File: src/rtl/mem_arb_ram_if.sv
// rtl/mem_arb_ram_if.sv - request/response bundle shared by the arbitrated RAM and its requesters
interface mem_arb_ram_if #(
    parameter int NUM_CH     = 4,
    parameter int ADDR_WIDTH = 5,
    parameter int DATA_WIDTH = 8
);
    logic [NUM_CH-1:0]            req_valid;
    logic [NUM_CH-1:0]            req_ready;
    logic [NUM_CH-1:0]            req_read;
    logic [NUM_CH-1:0]            req_write;
    logic [NUM_CH*ADDR_WIDTH-1:0] req_addr;
    logic [NUM_CH*DATA_WIDTH-1:0] req_data_in;
    logic [NUM_CH-1:0]            rsp_valid;
    logic [DATA_WIDTH-1:0]        rsp_data_out;
    logic                         rsp_err;

    modport master (
        output req_valid, req_read, req_write, req_addr, req_data_in,
        input  req_ready, rsp_valid, rsp_data_out, rsp_err
    );

    modport slave (
        input  req_valid, req_read, req_write, req_addr, req_data_in,
        output req_ready, rsp_valid, rsp_data_out, rsp_err
    );
endinterface

File: src/rtl/mem_arb_ram.sv
// rtl/mem_arb_ram.sv - single-port RAM shared by NUM_CH requesters through a round-robin arbiter
module mem_arb_ram #(
    parameter int NUM_CH     = 4,
    parameter int ADDR_WIDTH = 5,
    parameter int DATA_WIDTH = 8,
    parameter int DEPTH      = 32
) (
    input  logic          clk,
    input  logic          rst_n,
    mem_arb_ram_if.slave  bus
);
    localparam int CH_W   = (NUM_CH > 1) ? $clog2(NUM_CH) : 1;
    localparam int MEM_AW = (DEPTH > 1) ? $clog2(DEPTH) : 1;
    localparam logic [ADDR_WIDTH:0] DEPTH_L = (ADDR_WIDTH + 1)'(DEPTH);

    logic [DATA_WIDTH-1:0] mem [DEPTH];

    logic [CH_W-1:0]       rr_ptr;
    logic [CH_W-1:0]       gnt_idx;
    logic [CH_W-1:0]       scan_idx;
    logic [NUM_CH-1:0]     grant;
    logic                  gnt_any;
    logic                  xfer;
    logic                  sel_read;
    logic                  sel_write;
    logic                  in_range;
    logic [ADDR_WIDTH-1:0] sel_addr;
    logic [DATA_WIDTH-1:0] sel_data;
    logic [MEM_AW-1:0]     mem_idx;

    // Scan from rr_ptr upward with wrap; the first valid channel wins.
    always_comb begin
        grant    = '0;
        gnt_idx  = rr_ptr;
        gnt_any  = 1'b0;
        scan_idx = '0;
        for (int i = 0; i < NUM_CH; i++) begin
            scan_idx = CH_W'((int'(rr_ptr) + i) % NUM_CH);
            if (!gnt_any && bus.req_valid[scan_idx]) begin
                gnt_any         = 1'b1;
                gnt_idx         = scan_idx;
                grant[scan_idx] = 1'b1;
            end
        end
    end

    assign bus.req_ready = rst_n ? grant : '0;
    assign xfer          = rst_n && gnt_any;

    always_comb begin
        sel_read  = bus.req_read[gnt_idx];
        sel_write = bus.req_write[gnt_idx];
        sel_addr  = bus.req_addr[int'(gnt_idx) * ADDR_WIDTH +: ADDR_WIDTH];
        sel_data  = bus.req_data_in[int'(gnt_idx) * DATA_WIDTH +: DATA_WIDTH];
        in_range  = ({1'b0, sel_addr} < DEPTH_L);
        mem_idx   = sel_addr[MEM_AW-1:0];
    end

    // Storage has no reset; out-of-range writes are dropped.
    always_ff @(posedge clk) begin
        if (xfer && sel_write && in_range) begin
            mem[mem_idx] <= sel_data;
        end
    end

    // Read data is sampled before the same-edge write lands (read-before-write).
    always_ff @(posedge clk) begin
        if (!rst_n) begin
            rr_ptr           <= '0;
            bus.rsp_valid    <= '0;
            bus.rsp_data_out <= '0;
            bus.rsp_err      <= 1'b0;
        end else begin
            bus.rsp_valid <= '0;
            if (xfer) begin
                rr_ptr <= (gnt_idx == CH_W'(NUM_CH - 1)) ? '0 : gnt_idx + 1'b1;
                if (sel_read) begin
                    bus.rsp_valid    <= grant;
                    bus.rsp_data_out <= in_range ? mem[mem_idx] : '0;
                    bus.rsp_err      <= !in_range;
                end
            end
        end
    end
endmodule

File: src/flat_wrapper.sv
// flat-port wrapper written by rule: the top's interface ports become plain ports
module mem_arb_ram_flat 
#(
    parameter int NUM_CH     = 4,
    parameter int ADDR_WIDTH = 5,
    parameter int DATA_WIDTH = 8,
    parameter int DEPTH      = 32
)
  (clk, rst_n, bus_req_valid, bus_req_read, bus_req_write, bus_req_addr, bus_req_data_in, bus_req_ready, bus_rsp_valid, bus_rsp_data_out, bus_rsp_err);
  mem_arb_ram_if #(.NUM_CH(NUM_CH), .ADDR_WIDTH(ADDR_WIDTH), .DATA_WIDTH(DATA_WIDTH)) bus_i ();
  input  logic clk;
  input  logic rst_n;
  input wire logic [$bits(bus_i.req_valid)-1:0] bus_req_valid;
  input wire logic [$bits(bus_i.req_read)-1:0] bus_req_read;
  input wire logic [$bits(bus_i.req_write)-1:0] bus_req_write;
  input wire logic [$bits(bus_i.req_addr)-1:0] bus_req_addr;
  input wire logic [$bits(bus_i.req_data_in)-1:0] bus_req_data_in;
  output wire logic [$bits(bus_i.req_ready)-1:0] bus_req_ready;
  output wire logic [$bits(bus_i.rsp_valid)-1:0] bus_rsp_valid;
  output wire logic [$bits(bus_i.rsp_data_out)-1:0] bus_rsp_data_out;
  output wire logic [$bits(bus_i.rsp_err)-1:0] bus_rsp_err;
  assign bus_i.req_valid = bus_req_valid;
  assign bus_i.req_read = bus_req_read;
  assign bus_i.req_write = bus_req_write;
  assign bus_i.req_addr = bus_req_addr;
  assign bus_i.req_data_in = bus_req_data_in;
  assign bus_req_ready = bus_i.req_ready;
  assign bus_rsp_valid = bus_i.rsp_valid;
  assign bus_rsp_data_out = bus_i.rsp_data_out;
  assign bus_rsp_err = bus_i.rsp_err;
  mem_arb_ram #(.NUM_CH(NUM_CH), .ADDR_WIDTH(ADDR_WIDTH), .DATA_WIDTH(DATA_WIDTH), .DEPTH(DEPTH)) u_core (.clk(clk), .rst_n(rst_n), .bus(bus_i));
endmodule
File: config.mk
export PLATFORM = sky130hd
export DESIGN_NAME = mem_arb_ram_flat
export DESIGN_NICKNAME = d
export VERILOG_FILES = /design/src/rtl/mem_arb_ram_if.sv /design/src/rtl/mem_arb_ram.sv /design/src/flat_wrapper.sv
export SDC_FILE = /design/constraint.sdc
export NUM_CORES = 1
export LEC_CHECK = 0
export ABC_AREA = 0
export CAP_MARGIN = 30
export CORE_AREA = 3 3 187 189
export DETAILED_ROUTE_END_ITERATION = 7
export DIE_AREA = 0 0 190 192
export MAX_ROUTING_LAYER = met4
export PLACE_DENSITY = 0.5
export SETUP_SLACK_MARGIN = 0.3
export SLEW_MARGIN = 30
export SYNTH_ARGS = -nofsm -noshare
export SYNTH_HDL_FRONTEND = slang
export SYNTH_SLANG_ARGS = --single-unit
File: constraint.sdc
create_clock -name clk -period 5.8 [get_ports clk]
set_clock_uncertainty 0.15 [all_clocks]
set_input_delay 1.16 -clock clk [delete_from_list [all_inputs] [get_ports clk]]
set_output_delay 1.16 -clock clk [all_outputs]
set_load 0.005 [all_outputs]
==> metrics.md, run 1 <==
| Metric | Value |
|---|---|
| Outcome | `complete, no violations` |
| Vias in the first global route | `7399` |
| CP Class | `input pin to flop` |
| Worst reg2reg path depth | `14` |
| Peak fanout along the critical path | `41` |
| DRT Pass-1 Iters | `5` |
| Worst slew pin tran | `878 ps` |
| Final worst-path cycle share | `89.5%` |
| Area post-placement | `13500 um2` |
| Hold/Removal Path Class | `flop to flop` |
| Antenna Cells | `0` |
| Fraction of layout cells with a size suffix above 1 | `18.8%` |
| CP Capture Type | `flop` |
| Pwr per Cell Area | `606 nW/um2` |
| Vias per Instance | `5.22` |
| Leakage | `4.98 nW` |
| Synth Register Bits | `270` |
| Residual DRC | `0` |
| Fin area | `14500 um2` |
| Initial core utilization | `34.9%` |
| Chip height | `192 um` |
| Initial drt markers | `601` |
| Routed via count | `7410` |
| Synth Net Count | `876` |
| Main synth FF type | `edfxtp_1` |
| CTS Buf Count | `29` |
| Initial antenna violation count | `0` |
| Worst setup SP type | `input pin` |
| Core area | `33400 um2` |
| Drt wl/cell | `22.1 um` |
| Leading area contributor after synthesis | `edfxtp_1` |
| Detailed placer's ending HPWL | `20100 um` |
| Slew HR | `41.3%` |
| Setup crit start | `bus_req_valid[2]` |
| Unique cell type count in the Yosys netlist | `49` |
| IO Pins | `83` |
| Die area | `36500 um2` |
| CTS Buffer Depth | `3` |
| Worst VDD drop | `0.342 mV` |
| Clock latency on the worst-skew pair | `560 ps` |
| R2R Path End | `u_core.bus.rsp_data_out[4]` |
| WL final | `31400 um` |
| Async set-reset flop share out of synthesis | `0%` |
| Peak Freq | `193 MHz` |
| Hold path startpoint | `u_core.bus.rsp_data_out[7]` |
| CTS H-tree depth | `1` |
| Final ANT Viol Nets | `0` |
| Worst Path Arrival | `5450 ps` |
| Avg Cell Area, Syn | `14.6 um2` |
| CTS resizes | `0` |
| EDFF count, synth | `256` |
| First-pass GRT wire length | `47300 um` |
| CTS tree | `built` |
| Synth top area cells | `edfxtp_1, mux2i_1, a21oi_1, a221oi_1, nand2_1` |
| Mapped Area | `11700 um2` |
| Area grow syn2layout | `24.1%` |
| Max cap viols | `0` |
| TritonCTS Sinks | `270` |
| Post-CTS setup repair buffer count | `0` |
| Die X | `190 um` |
| Hold worst-path end | `u_core.bus.rsp_data_out[7]` |
| Fillers | `3059` |
| Fin nets | `1024` |
| Setup repair after global routing missed its margin | `no` |
| Clock-pin slew on the worst setup and hold paths | `60 ps` |
| Row Count | `67` |
| Pwr Total | `8.80 mW` |
| Hold-fix buffers, CTS | `0` |
| Hold depth | `2` |
| GRT Residual Overflow | `0` |
| Final setup violation count | `0` |
| Synth Warn # | `0` |
| Largest net degree at the start of global routing | `80` |
| Worst EP required | `6050 ps` |
| Routability cong. | `0.789` |
| Top-area cell type share of the netlist area | `65.8%` |
| Gr usage total | `17.7%` |
| Final Hold Viols | `0` |
| Register area share after synthesis | `68.2%` |
| Reg2Reg Setup Slack | `710 ps` |
| Minimum clock period | `5190 ps` |
| R2R Path Start | `u_core.rr_ptr[1]` |
| Fin. max-slew vios | `0` |
| Clk root buf | `clkbuf_16` |
| Fin Setup TNS | `0 ps` |
| Mapped Cells | `802` |
| PortBufs | `81` |
## stage by stage
step	utilization, %	worst slack (ps)	hold WS [ps]	std cells
global placement	40.5	110	303	1367
finish	43.4	608	310	1420
floorplan	-	972	307	802
CTS	43.4	599	312	1420
global route	43.4	348	340	1420
detailed placement	40.5	77.3	303	1367
## final cells by class
class	instances	area (um2)	area share (%)
clock inverter	23	250	1.72
sequential	270	7970	54.9
tap	448	561	3.86
clock buffer	30	729	5.03
inverter	6	22.5	0.155
timing repair buffer	180	1640	11.3
multi-input combinational	463	3340	23.0
## per-layer routing
layer / global-route usage, % / vias up / routed length (um)
li1: - / 3435 / -
met1: 24.5 / 3763 / 14400
met2: 28.1 / 171 / 15100
met3: 2.63 / 41 / 1400
met4: 3.72 / 0 / 578
met5: - / - / 0
## state kept, by name, summed over array words and instances (netlist names)
name / cells
u_core.rr_ptr: 2
u_core.bus.rsp_valid: 4
u_core.mem: 256
u_core.bus.rsp_data_out: 8
## worst max path at each step
stage | endpoint | slack (ps) | cells past startpoint
after floorplan | u_core.mem[13][0] | 970 | 11
after global placement | u_core.bus.rsp_data_out[2] | 110 | 13
after detailed placement | u_core.bus.rsp_data_out[5] | 80 | 12
after CTS | u_core.bus.rsp_data_out[5] | 600 | 12
after global routing | u_core.bus.rsp_data_out[5] | 350 | 12
final | u_core.bus.rsp_data_out[5] | 610 | 12
## critical path: stages
cell             delay (ps)
clkdlybuf4s50_1         600
mux4_2                  620
nor3b_1                 230
a221oi_1                110
a41oi_4                 330
mux4_4                  750
buf_12                  230
mux2i_1                 310
a221oi_1                160
or4_1                   640
nor4_1                  210
o21ai_1                  80
## kinds of logic (layout without fill, tap and decap cells)
group,count (synthesis),in the layout,synth area share (%)
buf+inv,69,239,3.66
fa+ha+maj,8,8,0.856
other cells,1,1,0.0321
simple gates,191,191,7.59
xor+xnor,1,1,0.0749
mux,74,74,7.51
flops,270,270,68.2
compound gates,188,188,12.1
## cell usage after synthesis (4+ instances only)
master,count
mux2i_1,63
a221oi_2,14
o21ai_1,4
nand2_1,88
a32o_1,6
a22oi_1,4
mux4_2,11
buf_4,7
a31o_1,6
nand3b_1,4
dfxtp_1,14
ha_1,8
buf_6,11
inv_1,6
buf_2,30
nor3_1,4
clkbuf_1,10
edfxtp_1,256
nor2b_1,14
nand3_1,7
nor4_1,9
a22o_1,4
a21oi_1,80
a221oi_1,43
a211oi_1,10
a21boi_0,5
nor2_1,47
## power breakdown
part           leakage [nW]  switching [mW]  internal, mW
Combinational          2.09            2.64          1.43
Sequential             2.41          0.0534          2.79
Clock                 0.479           0.756          1.13
Total                  4.98            3.45          5.35
## cells in the final DEF (no fill, tap or decap), drive strengths merged, types with 11 or more instances in the layout
| cell type | count |
|---|---|
| a21oi | 80 |
| a221oi | 57 |
| buf | 99 |
| clkbuf | 30 |
| clkdlybuf4s50 | 81 |
| clkinv | 15 |
| dfxtp | 14 |
| edfxtp | 256 |
| mux2i | 63 |
| mux4 | 11 |
| nand2 | 89 |
| nor2 | 47 |
| nor2b | 14 |
(Power assumes the default switching activity.)
==> run 2, diff against run 1 <==
--- a/config.mk
+++ b/config.mk
@@ -12,5 +12,5 @@
 export DIE_AREA = 0 0 190 192
 export MAX_ROUTING_LAYER = met4
-export PLACE_DENSITY = 0.5
+export PLACE_DENSITY_LB_ADDON = 0.2
 export SETUP_SLACK_MARGIN = 0.3
 export SLEW_MARGIN = 30
==> constraint.sdc (replaced) <==
create_clock -name clk -period 5.8 [get_ports clk]
set_clock_uncertainty 0.15 [all_clocks]
set_input_delay 1.74 -clock clk [delete_from_list [all_inputs] [get_ports clk]]
set_output_delay 1.74 -clock clk [all_outputs]
set_load 0.005 [all_outputs]
==> metrics.md, run 2 (synthesis results as in run 1) <==
| Metric | Value |
|---|---|
| Placed cell count | `1411` |
| Initial antenna violation count | `0` |
| Chip height | `192 um` |
| CTS Buf Count | `29` |
| Drt wl/cell | `21.4 um` |
| Fin area | `14900 um2` |
| Clk root buf | `clkbuf_16` |
| Initial core utilization | `34.9%` |
| Antenna Cells | `0` |
| Final worst-path cycle share | `93.2%` |
| Peak fanout along the critical path | `4` |
| GRT Residual Overflow | `0` |
| IO Pins | `83` |
| Hold-fix buffers, CTS | `0` |
| Die X | `190 um` |
| Final ANT Viol Nets | `0` |
| CTS tree | `built` |
| PortBufs | `81` |
| Vias per Instance | `5.21` |
| Routed via count | `7657` |
| Fin. max-slew vios | `0` |
| Worst VDD drop | `0.296 mV` |
| CTS Buffer Depth | `3` |
| Pre-CTS WS | `-355 ps` |
| Area post-placement | `13900 um2` |
| Peak Freq | `185 MHz` |
| CTS H-tree depth | `1` |
| Biggest register | `u_core.mem` |
| Pwr Total | `8.95 mW` |
| WL final | `31500 um` |
| Fraction of layout cells with a size suffix above 1 | `22.9%` |
| Worst setup SP type | `input pin` |
| Area grow syn2layout | `27.1%` |
| Worst setup slack after layout | `396 ps` |
| TritonCTS Sinks | `270` |
| Die area | `36500 um2` |
| Largest net degree at the start of global routing | `62` |
| Row Count | `67` |
| Hold/Removal Path Class | `flop to flop` |
| Setup repair after global routing missed its margin | `no` |
| Initial drt markers | `582` |
| Residual DRC | `0` |
| Vias in the first global route | `7769` |
| Fin nets | `1075` |
| Slew HR | `47.7%` |
| Commonest non-fill, non-tap cell in the layout | `edfxtp_1` |
| Final Hold Viols | `0` |
| Leakage | `5.23 nW` |
| Top flop regs | `u_core.mem (256), u_core.bus.rsp_data_out (8), u_core.bus.rsp_valid (4)` |
| First-pass GRT wire length | `47800 um` |
| DRT Pass-1 Iters | `5` |
| Detailed placer's ending HPWL | `20700 um` |
| Hold Slack | `308 ps` |
| Clock latency on the worst-skew pair | `550 ps` |
| Final setup violation count | `0` |
| Worst Path Arrival | `3510 ps` |
| Gr usage total | `17.6%` |
| Pwr per Cell Area | `602 nW/um2` |
| Max cap viols | `0` |
| Outcome | `complete, no violations` |
| Most frequent cells in the layout | `edfxtp_1, buf_4, nand2_1` |
| Minimum clock period | `5400 ps` |
| Non-Filler Instances | `1471` |
| Routability cong. | `0.808` |
| Clock-pin slew on the worst setup and hold paths | `60 ps` |
| Max FFs per register | `256` |
| CP Capture Type | `output pin` |
| Worst EP required | `3910 ps` |
| Worst slew pin tran | `781 ps` |
| Core area | `33400 um2` |
| CP Class | `input pin to output pin` |
## run 2: cell types whose count changed in the layout (fill, tap and decap cells not counted), sizes merged
cell,previous run,this run
clkdlybuf4s15,0,3
bufinv,5,2
clkinv,15,9
dlymetal6s2s,0,1
clkdlybuf4s50,81,73
clkbuf,30,41
buf,99,150
dlygate4sd2,0,4
clkinvlp,2,0
## run 2: worst paths after layout
check / cells past startpoint / start / slack (ps) / end
setup / recovery: 8 / bus_req_valid[1] / 400 / bus_req_ready[0]
hold / removal: 2 / u_core.bus.rsp_data_out[5] / 310 / u_core.bus.rsp_data_out[5]
setup reg to reg: 14 / u_core.rr_ptr[0] / 640 / u_core.bus.rsp_data_out[7]
hold reg to reg: 2 / u_core.bus.rsp_data_out[5] / 310 / u_core.bus.rsp_data_out[5]
## run 2: critical path, stage by stage
cell and delay (ps):
dlygate4sd2_1 260, mux4_2 530, buf_6 160, a22oi_1 170, nor2_1 70, a221oi_2 240, nor2b_1 80, dlygate4sd2_1 270
## run 2: what timing repair did
item | 4_1_cts | 5_1_grt
pin swaps | 1 | 0
setup buffers | 7 | 0
gates resized for setup | 16 | 6
endpoints found under the setup margin | 7 | 3
## run 2: power by group
| group | switching, mW | internal (mW) |
|---|---|---|
| Combinational | 2.69 | 1.70 |
| Sequential | 0.0544 | 2.79 |
| Clock | 0.710 | 1.01 |
| Total | 3.46 | 5.49 |
## run 2: metrics by stage
step	TNS, ps	utilization, %
2_1_floorplan	0	-
3_3_place_gp	-6100	41.5
3_5_place_dp	-12550	41.5
4_1_cts	0	44.4
5_1_grt	0	44.4
6_report	0	44.4
## run 2: layout make-up
class | instances | area [um2]
inverters | 6 | 22.5
repair buffers | 231 | 2040
multi-input cells | 463 | 3390
fillers | 2994 | 18600
well taps | 448 | 561
clock buffers | 41 | 771
clock inverters | 12 | 108
flip-flops and latches | 270 | 7970
## run 2: per-layer routing
| layer | track usage, % | vias up | share of wire (%) |
|---|---|---|---|
| li1 | - | 3532 | - |
| met1 | 24.1 | 3883 | 46 |
| met2 | 28.2 | 188 | 47 |
| met3 | 2.46 | 54 | 4.4 |
| met4 | 4.12 | 0 | 2.3 |
| met5 | - | - | 0 |
==> run 3, diff against run 2 <==
Settings changed: CORE_AREA 3 3 187 189 to 3 3 168 211, DIE_AREA 0 0 190 192 to 0 0 171 214.
==> metrics.md, run 3 (synthesis results as in run 1) <==
| Metric | Value |
|---|---|
| Row Count | `75` |
| Most frequent cells in the layout | `edfxtp_1, buf_4, nand2_1` |
| CTS Buf Count | `25` |
| Worst EP required | `3910 ps` |
| Drt wl/cell | `21.7 um` |
| Internal power | `5.48 mW` |
| Final core utilization | `44.4%` |
| Pwr per Cell Area | `601 nW/um2` |
| Gr usage total | `17.4%` |
| Initial drt markers | `497` |
| Worst setup slack after layout | `320 ps` |
| Slew HR | `41.1%` |
| Vias in the first global route | `7761` |
| Peak fanout along the critical path | `5` |
| Fin Setup TNS | `0 ps` |
| PortBufs | `81` |
| Final ANT Viol Nets | `0` |
| Switching power total | `3.48 mW` |
| CP Capture Type | `output pin` |
| First-pass GRT wire length | `47200 um` |
| Fin nets | `1086` |
| IO Pins | `83` |
| Area post-placement | `13900 um2` |
| Area occupied by registers | `7970 um2` |
| Die area | `36600 um2` |
| Worst slew pin tran | `880 ps` |
| Fin. max-slew vios | `0` |
| Clock-pin slew on the worst setup and hold paths | `60 ps` |
| Fraction of layout cells with a size suffix above 1 | `25.2%` |
| Die X | `171 um` |
| Residual DRC | `0` |
| Outcome | `complete, no violations` |
| Detailed placer's ending HPWL | `21000 um` |
| Max cap viols | `0` |
| Worst path cell trace | `clkdlybuf4s15_1, mux4_2, buf_4, a22oi_1, nor2_2, a221oi_2, nor2b_1, dlygate4sd2_1` |
| Hold/Removal Path Class | `flop to flop` |
| CP Class | `input pin to output pin` |
| Routability cong. | `0.795` |
| Antenna Cells | `0` |
| Chip height | `214 um` |
| Initial antenna violation count | `0` |
| Max FFs per register | `256` |
| M1 WL | `13300 um` |
| Worst Path Arrival | `3590 ps` |
| Multi-input logic area | `3450 um2` |
| Crit-path max cell delay | `590 ps` |
| Fillers | `3033` |
| Biggest register | `u_core.mem` |
| Switching Fraction | `38.9%` |
| Clock latency on the worst-skew pair | `540 ps` |
| Pwr Total | `8.96 mW` |
| Met2 routed WL | `16100 um` |
| Delay-heaviest family, CP | `buffers and inverters` |
| Worst VDD drop | `0.241 mV` |
| CTS H-tree depth | `1` |
| Leakage | `5.27 nW` |
| Fin area | `14900 um2` |
| DR top layer | `met4` |
| Combinational share of power | `50.4%` |
| Final Hold Viols | `0` |
| GRT Residual Overflow | `0` |
| Minimum clock period | `5480 ps` |
| Setup repair after global routing missed its margin | `yes` |
| Routed via count | `7531` |
| Core area | `33600 um2` |
| Worst Path Buf+Inv | `3` |
| WL final | `31500 um` |
| Top flop regs | `u_core.mem (256), u_core.bus.rsp_data_out (8), u_core.bus.rsp_valid (4)` |
| Commonest non-fill, non-tap cell in the layout | `edfxtp_1` |
| Largest net degree at the start of global routing | `57` |
| Final setup violation count | `0` |
| CTS tree | `built` |
| Metal3 WL | `1160 um` |
| Worst setup SP type | `input pin` |
| Slowest CP cell | `mux4_2` |
| Final worst-path cycle share | `94.5%` |
| Peak Freq | `182 MHz` |
| Area grow syn2layout | `27.5%` |
| Vias per Instance | `5.19` |
| DRT Pass-1 Iters | `5` |
| CTS Buffer Depth | `3` |
| Initial core utilization | `34.8%` |
| TritonCTS Sinks | `270` |
| Sequential share of power | `31.8%` |
| Clock power share | `17.9%` |
| Clk root buf | `clkbuf_16` |
| Pre-CTS WS | `-305 ps` |
-- run 3: final cells by class --
| cell class | count | share of cell area (%) |
|---|---|---|
| Inverter | 6 | 0.151 |
| Timing Repair Buffer | 246 | 14.4 |
| Tap cell | 423 | 3.55 |
| Clock buffer | 31 | 4.48 |
| Clock inverter | 12 | 0.806 |
| Multi-Input combinational cell | 463 | 23.2 |
| Sequential cell | 270 | 53.4 |
-- run 3: metrics by stage --
stage	hold slack, ps	instances
2_1_floorplan	307	802
3_3_place_gp	311	1398
3_5_place_dp	305	1398
4_1_cts	313	1448
5_1_grt	342	1451
6_report	309	1451
-- run 3: layer usage --
layer	up-vias	global-route usage, %
li1	3551	-
met1	3766	21.8
met2	166	29.7
met3	48	1.96
met4	0	5.26
met5	-	-
-- run 3: path summary, 6_finish.rpt --
path	to	startpoint	cells past startpoint	slack (ps)
min reg2reg	u_core.bus.rsp_data_out[5]	u_core.bus.rsp_data_out[5]	2	310
max reg2reg	u_core.bus.rsp_data_out[1]	u_core.rr_ptr[0]	16	730
max	bus_req_ready[3]	bus_req_valid[3]	8	320
min	u_core.bus.rsp_data_out[5]	u_core.bus.rsp_data_out[5]	2	310
-- run 3: worst reg2reg max path, stage by stage (launching register included) --
cell and delay (ps):
dfxtp_1 650, inv_1 130, ha_1 480, or3b_1 430
a2111o_1 430, nand2_4 140, buf_4 160, buf_4 120
o32ai_4 140, mux4_4 380, buf_4 430, buf_4 320
mux2i_1 210, a221oi_1 120, nor4_1 380, a21oi_1 130
a31o_1 200
-- run 3: what timing repair did --
item | 4_1_cts | 5_1_grt
resized for setup | 27 | 10
pin swaps | 2 | 3
hold endpoints to repair | 0 | 0
hold buffers | 0 | 0
buffers inserted | 7 | 3
endpoints found under the setup margin | 5 | 6
-- run 3: power groups by stage --
stage,Sequential [mW],Clock [mW],Combinational (mW)
2_1_floorplan,2.88,0,2.46
3_3_place_gp,2.88,0,4.40
3_5_place_dp,2.89,0,4.43
4_1_cts,2.84,1.64,4.53
5_1_grt,2.85,1.71,4.87
6_report,2.84,1.60,4.51
==> edit (settings of run 2) <==
`DATA_WIDTH` is set to 8 in 3 places; all go to 9.
--- a/src/rtl/mem_arb_ram_if.sv
+++ b/src/rtl/mem_arb_ram_if.sv
@@ -3,5 +3,5 @@
     parameter int NUM_CH     = 4,
     parameter int ADDR_WIDTH = 5,
-    parameter int DATA_WIDTH = 8
+    parameter int DATA_WIDTH = 9
 );
     logic [NUM_CH-1:0]            req_valid;
--- a/src/rtl/mem_arb_ram.sv
+++ b/src/rtl/mem_arb_ram.sv
@@ -3,5 +3,5 @@
     parameter int NUM_CH     = 4,
     parameter int ADDR_WIDTH = 5,
-    parameter int DATA_WIDTH = 8,
+    parameter int DATA_WIDTH = 9,
     parameter int DEPTH      = 32
 ) (
--- a/src/flat_wrapper.sv
+++ b/src/flat_wrapper.sv
@@ -4,5 +4,5 @@
     parameter int NUM_CH     = 4,
     parameter int ADDR_WIDTH = 5,
-    parameter int DATA_WIDTH = 8,
+    parameter int DATA_WIDTH = 9,
     parameter int DEPTH      = 32
 )
Interface: changed (resized bus_req_data_in and bus_rsp_data_out); port bits go from 83 to 88. The function was not compared with the original's and may differ.
==> edit against run 2 <==
- maximum frequency is 0.96% lower
- clock power increased by 30%
- sequential cell count is 33 higher
- total power up 23%
- wire length increased by 16%
- register-to-register slack is essentially flat
- final area grew 12%
- area after synthesis rose by 12%
- first-iteration DRC count up 43%
- worst setup slack worse by 0.052 ns
- critical path type unchanged
- largest cell class unchanged
- largest power group unchanged
==> edit: results (changes against run 2) <==
** Placement
- The minimum setup slack after placement is -0.179 ns (+0.176 ns).
- Placer Congestion :: 0.881 (+9.0%)
- Count of input and output buffers :: 86 (+6.2%)

** Critical path
- Largest incremental delay on the critical path :: 0.69 ns (+0.16 ns)
- Data arrival time of the critical path :: 3.57 ns (+0.06 ns)
- R2r startpoint :: u_core.rr_ptr[1]$_SDFFE_PN0P_
- Start point of the critical path :: bus_req_valid[3]

** GRT
- GRT Total Usage :: 0.204 (+0.0280)
- Wire length of the first global-routing pass :: 53800 µm (+13%)
- Vias in the first global route :: 8435 (+8.6%)
- The pin count of the biggest net entering global routing was 38 (-39%).

** CTS
- The total clock buffers created by CTS came to 31 (+6.9%).
- Clock latency at the later pin of the worst-skew pair :: 0.57 ns (+0.02 ns)

** Final layout
- The register cell area after layout was 0.00895 mm² (+12%).
- Inverter count of the layout excluding clock inverters :: 11 (+5)
- Clk cell area share :: 0.0702 (+0.0111)
- Share of post-route cells with drive strength above 1 :: 0.219 (-0.00973)
- Number of nets in the final layout :: 1127 (+4.8%)
- The non-clock buffer area fraction after layout was 0.111 (-0.0267).
- Multi-input combinational cell count :: 495 (+6.9%)
- The largest registers in the layout are u_core.mem: 288 flops, u_core.bus.rsp_data_out: 9 flops, u_core.bus.rsp_valid: 4 flops.
- The filler cell count is 2856 (-4.6%).
- The count of plain and timing-repair buffers was 207 (-10%).

** Yosys
- The register area share after synthesis is 0.686 (+0.00446).
- The synthesized net count came to 929 (+6.1%).
- The commonest cells after synthesis are 288 x sky130_fd_sc_hd__edfxtp_1, 146 x sky130_fd_sc_hd__mux2i_1, 76 x sky130_fd_sc_hd__nor2_1.
- The number of synthesized flops with an enable pin came to 288 (+13%).
- Synth top area cells :: sky130_fd_sc_hd__edfxtp_1 66%, sky130_fd_sc_hd__mux2i_1 11%, sky130_fd_sc_hd__o22ai_1 3.1%
- The number of distinct library cells after synthesis is 58 (+18%).

** Power
- Reported leakage power :: 5.95 nW (+14%)
- Worst IR drop on VDD :: 0.000549 V (+85%)

** Routing
- Number of search-and-repair iterations in the first detailed-routing pass :: 7 (+2)
- The number of violations reported at the end of detailed-routing iteration 0 is 832 (+43%).
- The total vias in the final route is 8345 (+9.0%).
- Sum of routed wire length over all layers :: 36400 µm (+16%)

** Run status
- The flow ran to the end, and the final reports show no timing, DRC or antenna violations.

** STA
- Post-route worst setup slack :: 0.344 ns (-0.0522 ns)
- Relative slew slack :: 0.378 (-0.0994)

** Worst hold path
- Worst hold path endpoint :: u_core.bus.rsp_data_out[6]$_SDFFE_PN0P_
- Hold path startpoint :: u_core.bus.rsp_data_out[6]$_SDFFE_PN0P_
edit: cell count changes after synthesis, moves of 9 or more:
cell                              run 2  this run
sky130_fd_sc_hd__mux2i_1             63       146
sky130_fd_sc_hd__a221oi_1            43         4
sky130_fd_sc_hd__nand2_1             88        56
sky130_fd_sc_hd__nor2_1              47        76
sky130_fd_sc_hd__buf_2               30         6
sky130_fd_sc_hd__a221oi_2            14         0
sky130_fd_sc_hd__a211oi_1            10         1
sky130_fd_sc_hd__a21oi_1             80         6
sky130_fd_sc_hd__nor4_1               9        19
sky130_fd_sc_hd__a32oi_1              0        10
sky130_fd_sc_hd__edfxtp_1           256       288
sky130_fd_sc_hd__o22ai_1              3        64
edit: metrics by stage:
stage / util / instances / TNS, ns / cell area [µm²] / hold slack [ns]
detailed placement: 0.454 / 1451 / -1.66 / 15200 / 0.322
finish: 0.495 / 1521 / 0 / 16600 / 0.323
global placement: 0.454 / 1451 / -1.07 / 15200 / 0.319
global route: 0.495 / 1521 / 0 / 16600 / 0.350
CTS: 0.494 / 1520 / 0 / 16500 / 0.330
floorplan: - / 851 / 0 / 13100 / 0.292
edit: worst max path at each step:
stage / endpoint / slack [ns] / cells past startpoint
floorplan: u_core.mem[4][0]$_DFFE_PP_ / 0.33 / 11
global placement: u_core.bus.rsp_data_out[7]$_SDFFE_PN0P_ / -0.13 / 13
detailed placement: u_core.bus.rsp_data_out[7]$_SDFFE_PN0P_ / -0.18 / 13
CTS: bus_req_ready[1] / 0.29 / 13
global route: bus_req_ready[1] / 0.28 / 12
finish: bus_req_ready[1] / 0.34 / 6
edit: logic make-up (layout without fill, tap and decap cells):
family	Yosys count	in the layout	share of synthesized area
AOI/OAI and AO/OA	121	121	0.0656
adders and majority gates	8	8	0.00767
buffers and inverters	53	275	0.0259
DFF	303	303	0.686
muxes	155	155	0.127
other	1	1	0.000287
and+or+nand+nor	210	210	0.0876
edit: what timing repair did:
| action | CTS | global route |
|---|---|---|
| setup buffers | 12 | 1 |
| endpoints found under the setup margin | 4 | 4 |
| pin swaps | 7 | 0 |
| resized for setup | 26 | 11 |
edit: layer usage:
layer / track usage / wire length, µm
met1: 0.265 / 15600
met2: 0.337 / 17700
met3: 0.0312 / 2090
met4: 0.0577 / 1050
met5: - / 0
edit: worst min-delay path: stages, from the launching register on:
cell                      delay, ns
sky130_fd_sc_hd__dfxtp_1       0.33
sky130_fd_sc_hd__nand2_1       0.06
sky130_fd_sc_hd__a32oi_1       0.04
edit: power breakdown:
group          switching [mW]  internal (mW)
Sequential             0.0843           3.33
Combinational            3.32           2.03
Clock                   0.820           1.42
